--- src/rtl/bnn_pkg.sv ---
// Shared definitions for the Bayesian network Monte-Carlo sequencer.
// BNN_MC_CLASS_EN adds the ARGMAX state to the state encoding.
package bnn_pkg;

  localparam int DATA_W = 20;
  localparam int N_OUT  = 9;
  localparam int N_IN   = 9;
  localparam int BUS_W  = DATA_W * N_OUT;

  typedef enum logic [2:0] {
    ST_IDLE   = 3'd0,
    ST_SETTLE = 3'd1,
    ST_ACCUM  = 3'd2,
    ST_AVG    = 3'd3,
`ifdef BNN_MC_CLASS_EN
    ST_ARGMAX = 3'd4,
`endif
    ST_DONE   = 3'd5
  } state_t;

  // Lane k of a packed output bus, as a signed sample.
  function automatic logic signed [DATA_W-1:0] lane_slice(input logic [BUS_W-1:0] bus,
                                                          input int k);
    return $signed(bus[k*DATA_W +: DATA_W]);
  endfunction

endpackage

--- src/rtl/bnn_mc_accum.sv ---
// Single-lane signed sample accumulator with clear, enable and mean output.
// The accumulator carries SHIFT guard bits, so 2^SHIFT samples cannot overflow.
module bnn_mc_accum #(
  parameter int DATA_W = 20,
  parameter int SHIFT  = 3
) (
  input  logic              clk,
  input  logic              rst,
  input  logic              clr,
  input  logic              en,
  input  logic [DATA_W-1:0] din,
  output logic [DATA_W-1:0] mean
);

  localparam int ACC_W = DATA_W + SHIFT;

  logic signed [ACC_W-1:0] acc_r;
  logic signed [ACC_W-1:0] din_ext_s;

  assign din_ext_s = {{SHIFT{din[DATA_W-1]}}, din};

  // Dropping the SHIFT low bits is an arithmetic shift (floor), and the
  // remaining DATA_W bits are exactly the truncated mean.
  assign mean = acc_r[ACC_W-1:SHIFT];

  // Clear on a new inference, otherwise add one sign-extended sample per enable.
  always_ff @(posedge clk or posedge rst) begin
    if (rst) begin
      acc_r <= '0;
    end else if (clr) begin
      acc_r <= '0;
    end else if (en) begin
      acc_r <= acc_r + din_ext_s;
    end else begin
      acc_r <= acc_r;
    end
  end

endmodule

--- src/rtl/bnn_mc_sequencer.sv ---
// Monte-Carlo inference sequencer: holds X on the datapath, lets the epsilon
// sampler run, averages 2^LOG2_SAMPLES output vectors and returns the mean.
// Optional feature macro: BNN_MC_CLASS_EN (argmax over the nine means).
module bnn_mc_sequencer
  import bnn_pkg::*;
#(
  parameter int LOG2_SAMPLES  = 3,
  parameter int SETTLE_CYCLES = 2
) (
  input  logic             clk,
  input  logic             rst,
  input  logic             in_valid,
  output logic             in_ready,
  input  logic [N_IN-1:0]  x_in,
  input  logic             abort,
  output logic [N_IN-1:0]  x_out,
  output logic             eps_en,
  input  logic [BUS_W-1:0] y_in,
  output logic             out_valid,
  input  logic             out_ready,
  output logic [BUS_W-1:0] y_mean,
  output logic             busy
`ifdef BNN_MC_CLASS_EN
  ,
  output logic [3:0]       class_idx
`endif
);

  localparam int SAMPLES = 1 << LOG2_SAMPLES;
  localparam logic [LOG2_SAMPLES:0] SAMP_LAST = (LOG2_SAMPLES+1)'(SAMPLES - 1);
  localparam logic [3:0] SETTLE_LOAD = 4'(SETTLE_CYCLES);

  state_t                state_r;
  logic [N_IN-1:0]       x_r;
  logic                  eps_en_r;
  logic                  out_valid_r;
  logic                  busy_r;
  logic [BUS_W-1:0]      y_mean_r;
  logic [BUS_W-1:0]      mean_bus_s;
  logic [3:0]            settle_cnt_r;
  logic [LOG2_SAMPLES:0] samp_cnt_r;
  logic                  accept_s;
  logic                  active_s;
  logic                  abort_s;
  logic                  acc_clr_s;
  logic                  acc_en_s;

  assign in_ready  = (state_r == ST_IDLE);
  assign x_out     = x_r;
  assign eps_en    = eps_en_r;
  assign out_valid = out_valid_r;
  assign busy      = busy_r;
  assign y_mean    = y_mean_r;

  assign accept_s  = (state_r == ST_IDLE) && in_valid;
  assign abort_s   = abort && active_s;
  assign acc_clr_s = accept_s || abort_s;
  assign acc_en_s  = (state_r == ST_ACCUM);

  // States in which an abort cancels the inference.
  always_comb begin
    active_s = 1'b0;
    case (state_r)
      ST_SETTLE, ST_ACCUM, ST_AVG: active_s = 1'b1;
`ifdef BNN_MC_CLASS_EN
      ST_ARGMAX: active_s = 1'b1;
`endif
      default: active_s = 1'b0;
    endcase
  end

  for (genvar g = 0; g < N_OUT; g++) begin : g_lane
    logic [DATA_W-1:0] mean_s;

    bnn_mc_accum #(
      .DATA_W (DATA_W),
      .SHIFT  (LOG2_SAMPLES)
    ) u_accum (
      .clk  (clk),
      .rst  (rst),
      .clr  (acc_clr_s),
      .en   (acc_en_s),
      .din  (lane_slice(y_in, g)),
      .mean (mean_s)
    );

    assign mean_bus_s[g*DATA_W +: DATA_W] = mean_s;
  end

`ifdef BNN_MC_CLASS_EN
  logic [3:0]               scan_cnt_r;
  logic [3:0]               best_idx_r;
  logic signed [DATA_W-1:0] best_val_r;
  logic [3:0]               class_idx_r;
  logic signed [DATA_W-1:0] cand_s;
  logic                     cand_gt_s;

  // Strictly-greater compare so a tie keeps the lower index.
  assign cand_s    = lane_slice(y_mean_r, int'(scan_cnt_r));
  assign cand_gt_s = (cand_s > best_val_r);
  assign class_idx = class_idx_r;
`endif

  // Inference control: state, held X, counters, mean register and flags.
  always_ff @(posedge clk or posedge rst) begin
    if (rst) begin
      state_r      <= ST_IDLE;
      x_r          <= '0;
      eps_en_r     <= 1'b0;
      out_valid_r  <= 1'b0;
      busy_r       <= 1'b0;
      y_mean_r     <= '0;
      settle_cnt_r <= 4'd0;
      samp_cnt_r   <= '0;
`ifdef BNN_MC_CLASS_EN
      scan_cnt_r   <= 4'd0;
      best_idx_r   <= 4'd0;
      best_val_r   <= '0;
      class_idx_r  <= 4'd0;
`endif
    end else if (abort_s) begin
      state_r      <= ST_IDLE;
      eps_en_r     <= 1'b0;
      busy_r       <= 1'b0;
      settle_cnt_r <= 4'd0;
      samp_cnt_r   <= '0;
`ifdef BNN_MC_CLASS_EN
      scan_cnt_r   <= 4'd0;
`endif
    end else begin
      case (state_r)
        ST_IDLE: begin
          if (in_valid) begin
            x_r          <= x_in;
            settle_cnt_r <= SETTLE_LOAD;
            eps_en_r     <= 1'b1;
            busy_r       <= 1'b1;
            state_r      <= ST_SETTLE;
          end
        end
        ST_SETTLE: begin
          if (settle_cnt_r == 4'd1) begin
            settle_cnt_r <= 4'd0;
            samp_cnt_r   <= '0;
            state_r      <= ST_ACCUM;
          end else begin
            settle_cnt_r <= settle_cnt_r - 4'd1;
          end
        end
        ST_ACCUM: begin
          if (samp_cnt_r == SAMP_LAST) begin
            samp_cnt_r <= '0;
            eps_en_r   <= 1'b0;
            state_r    <= ST_AVG;
          end else begin
            samp_cnt_r <= samp_cnt_r + 1'b1;
          end
        end
        ST_AVG: begin
          y_mean_r <= mean_bus_s;
`ifdef BNN_MC_CLASS_EN
          scan_cnt_r <= 4'd0;
          state_r    <= ST_ARGMAX;
`else
          out_valid_r <= 1'b1;
          state_r     <= ST_DONE;
`endif
        end
`ifdef BNN_MC_CLASS_EN
        ST_ARGMAX: begin
          if ((scan_cnt_r == 4'd0) || cand_gt_s) begin
            best_val_r <= cand_s;
            best_idx_r <= scan_cnt_r;
          end
          if (scan_cnt_r == 4'd8) begin
            class_idx_r <= cand_gt_s ? 4'd8 : best_idx_r;
            scan_cnt_r  <= 4'd0;
            out_valid_r <= 1'b1;
            state_r     <= ST_DONE;
          end else begin
            scan_cnt_r <= scan_cnt_r + 4'd1;
          end
        end
`endif
        ST_DONE: begin
          if (out_ready) begin
            out_valid_r <= 1'b0;
            busy_r      <= 1'b0;
            state_r     <= ST_IDLE;
          end
        end
        default: begin
          out_valid_r <= 1'b0;
          eps_en_r    <= 1'b0;
          busy_r      <= 1'b0;
          state_r     <= ST_IDLE;
        end
      endcase
    end
  end

endmodule
--- config.mk ---
export PLATFORM = sky130hd
export DESIGN_NAME = bnn_mc_sequencer
export DESIGN_NICKNAME = d
export VERILOG_FILES = /design/src/rtl/bnn_pkg.sv /design/src/rtl/bnn_mc_accum.sv /design/src/rtl/bnn_mc_sequencer.sv
export SDC_FILE = /design/constraint.sdc
export NUM_CORES = 1
export LEC_CHECK = 0
export CORE_MARGIN = 3
export CORE_UTILIZATION = 25
export DETAILED_ROUTE_END_ITERATION = 7
export PLACE_DENSITY = 0.52
export SYNTH_ARGS = -nofsm -noshare
export SYNTH_HDL_FRONTEND = slang
export SYNTH_SLANG_ARGS = --single-unit
--- constraint.sdc ---
create_clock -name clk -period 33.3 [get_ports clk]
set_input_delay 6.66 -clock clk [delete_from_list [all_inputs] [get_ports clk]]
set_output_delay 6.66 -clock clk [all_outputs]
set_load 0.005 [all_outputs]
==> run_results.csv <==
group,metric,value,unit
status,status,"finished clean",
layout,layout.area.seq,10300,sq um
logic_synthesis,synth_area,24000,sq um
clocking,cts_resized,0,
clocking,cts_max_level,2,
logic_synthesis,synth_most_common_cell,"dfrtp_1",
worst_setup_path,worstSetupPathType,"in -> reg",
logic_synthesis,synth_commonest_cells,"410 x dfrtp_1, 249 x o21ai_0, 243 x nand2_1",
worst_setup_path,critPathBufInv,3,
power_and_ir_drop,power_density,46.7,nW/um^2
clocking,cts_buffer_depth,3,
floorplan,core,94200,sq um
detailed_routing,first_iter_violations,894,
timing,skew,0.0227,ns
detailed_routing,viasPerCell,4.70,
layout,finalNetCount,3136,
timing,slew_headroom,31.0,%
logic_synthesis,synthAdderAreaFrac,11.2,%
logic_synthesis,yosys.area_share.simple,10.6,%
placed_design,routabilityCongestion,0.824,
detailed_routing,first_pass_iters,5,
timing,hold_viol,0,
grt,first_global_vias,19400,
clocking,path_clk_slew,0.06,ns
clocking,cts-root-buf,"clkbuf_16",
logic_synthesis,synth_top_area_cell,"dfrtp_1",
layout,drive_gt1_share,11.7,%
grt,grt_first_pass_wirelength,112000,um
timing,rsz0062_at_grt,"false",
logic_synthesis,yosys_warnings,0,
grt,grt_max_degree,97,
worst_setup_path,cp_common_cell,"buf_4",
logic_synthesis,ys_seq_area_share,42.8,%
logic_synthesis,synth.ff_latch_count,410,
timing,max_freq,0.104,GHz
floorplan,row_count,112,
detailed_routing,ant_nets,0,
clocking,cts_tree,"done",
floorplan,die_area,99700,sq um
worst_setup_path,crit_path_max_incr_delay,0.85,ns
clocking,cts_buffers,53,
timing,timing.hold.ws,0.486,ns
timing,slew_violations,0,
job,drv_cap,0,
logic_synthesis,synth_area_leaders,"dfrtp_1 43%, ha_1 10%, mux2_2 8.9%",
detailed_routing,dr_total_vias,18900,
placed_design,hpwl,51300,um
clocking,clock_latency,0.62,ns
logic_synthesis,syn_nets,2751,
worst_setup_path,critical_path_arrival,10.18,ns
worst_setup_path,critPathCaptureType,"flip-flop",
detailed_routing,drc_errors,0,
logic_synthesis,synth_top_family_by_area,"compound AO/OA/AOI/OAI gates",
layout,multi_input_area,13300,sq um
logic_synthesis,synth_edf_count,0,
worst_setup_path,crit_fanout,73,
worst_setup_path,required,33.85,ns
timing,setup_violations,0,
layout,fillCellCount,9721,
logic_synthesis,yosysTopAreaCellShare,42.8,%
timing,timing.setup.tns,0,ns
power_and_ir_drop,ir_drop,0.0000336,V
logic_synthesis,synth_cell_types,74,
grt,grtUsageTotal,14.1,%
clocking,clock-sinks,410,
clocking,hold_buffers,0,
hold_path,hold_class,"reg -> reg",
floorplan,die_w,316,um
power_and_ir_drop,power_leakage,14.4,nW
grt,grt-ovfl-total,0,
placed_design,dp.cells,3931,
floorplan,start_util,25.5,%
logic_synthesis,async_flop_share,100,%
worst_setup_path,path_delay_family,"buffers and inverters",
worst_setup_path,critPathLaunchType,"input port",
logic_synthesis,synthFlopType,"dfrtp_1",
timing,tightest_slew,1.03,ns
worst_setup_path,crit_chain,"clkdlybuf4s50_1 > nor3_1 > or3_4 > buf_4 > buf_4 > o21ai_0 > nand2_1",
floorplan,pin_count,387,
floorplan,die_y,316,um
placed_design,io_buffers,386,
timing,period_share,28.9,%
layout,syn2layout_area_growth,29.4,%
logic_synthesis,netlist_instances,2347,
layout,layout.cells.non_filler,4026,
detailed_routing,post_drt_wl_per_cell,17.7,um
timing,period_minus_slack,9.63,ns
logic_synthesis,synth_compound_area_share,18.4,%
detailed_routing,routed_wl,71100,um
worst_setup_path,critPathSlowestCell,"buf_4",
logic_synthesis,synth.avg_cell_area,10.2,sq um
clocking,postCtsSetupBuffers,0,
logic_synthesis,synthXorXnorAreaFrac,5.95,%
logic_synthesis,synth_mux_area_share,9.13,%
grt,antenna_found_initial,11,
## logic make-up (layout without fill, tap and decap cells)
| kind of cell | Yosys count | count (layout) |
|---|---|---|
| AO/OA/AOI/OAI | 697 | 697 |
| AND/OR/NAND/NOR | 551 | 551 |
| flip-flops | 410 | 410 |
| adder cells (fa/ha/maj) | 210 | 210 |
| multiplexers | 195 | 195 |
| XOR/XNOR | 163 | 163 |
| buffers and inverters | 121 | 543 |
| other | 0 | 3 |
## cell usage in the layout, fill, tap and decap left out, types with 11 or more instances in the layout
cell and instances:
nor2_1 96, nor2b_1 24, xor2_1 87, a31oi_1 23, a21o_1 80, nor3_1 41
clkbuf_8 12, xnor2_1 76, o21ai_0 249, buf_4 18, nand3_1 34, or3_1 17
nand2b_1 19, o31ai_1 14, clkinv_2 13, a22o_1 27, and3_1 16, clkbuf_16 53
inv_1 46, o211ai_1 11, a21oi_1 134, nand2_1 243, dfrtp_1 410, o21a_1 21
o21bai_1 22, mux2_2 189, ha_1 201, nand4_1 13, clkdlybuf4s50_1 386, a211oi_1 23
## worst reg2reg max path: cells and delay by family (launching register included)
| kind | cells | cell delay (ns) |
|---|---|---|
| buffers and inverters | 2 | 1.64 |
| AOI/OAI and AO/OA | 1 | 0.28 |
| DFF | 1 | 0.55 |
| and+or+nand+nor | 3 | 1.22 |
## registers in the layout, indices dropped and copies added, names as in the netlist
register / flops
busy: 1
eps_en: 1
g_lane.u_accum.acc_r: 207
out_valid: 1
samp_cnt_r: 4
settle_cnt_r: 4
state_r: 3
x_out: 9
y_mean: 180
## report_power, final
group | switching, mW | leakage, nW | internal, mW
clock network | 0.234 | 0.847 | 0.339
registers | 0.0293 | 5.68 | 0.534
logic | 0.174 | 7.85 | 0.141
## metal layers
metal  routed length [um]  part of all wire, %  up-vias  global-route usage [%]
met5                  103                 0.14        -                       0
met4                 1310                  1.8       16                    3.50
met3                 4280                  6.0       89                    3.70
met2                33100                   47      326                    23.4
met1                32300                   45     9105                    18.4
li1                     -                    -     9385                       -
## layout make-up
type	count	share of cell area, %
diodes	3	0.0242
clock buffers	69	4.85
clock inverters	23	0.677
inverters	47	0.593
multi-input cells	1816	42.9
flip-flops and latches	410	33.1
well taps	1254	5.06
repair buffers	404	12.9
## through the flow
step	setup WS (ns)	power [mW]	instance area, sq um	util, %
floorplan	15.23	0.747	24000	-
global placement	22.92	0.893	29300	31.1
detailed placement	22.88	0.894	29300	31.1
CTS	23.58	1.49	31000	33.0
global route	23.35	1.54	31000	33.0
finish	23.67	1.45	31000	33.0
## final timing paths
kind                            depth (start not counted)                              startpoint                                 endpoint  slack, ns
worst min-delay path                                    2  g_lane[2].u_accum.acc_r[2]$_DFFE_PP0P_   g_lane[2].u_accum.acc_r[2]$_DFFE_PP0P_       0.49
worst max-delay path                                    7                                in_valid  g_lane[8].u_accum.acc_r[22]$_DFFE_PP0P_      23.67
worst min register to register                          2  g_lane[2].u_accum.acc_r[2]$_DFFE_PP0P_   g_lane[2].u_accum.acc_r[2]$_DFFE_PP0P_       0.49
worst max register to register                          6                  state_r[1]$_DFFE_PP0P_  g_lane[8].u_accum.acc_r[22]$_DFFE_PP0P_      29.55
min in group asynchronous                               2                                     rst  g_lane[0].u_accum.acc_r[10]$_DFFE_PP0P_       6.56
max in group asynchronous                               4                                     rst  g_lane[8].u_accum.acc_r[12]$_DFFE_PP0P_      24.70
(Power assumes the default switching activity.)
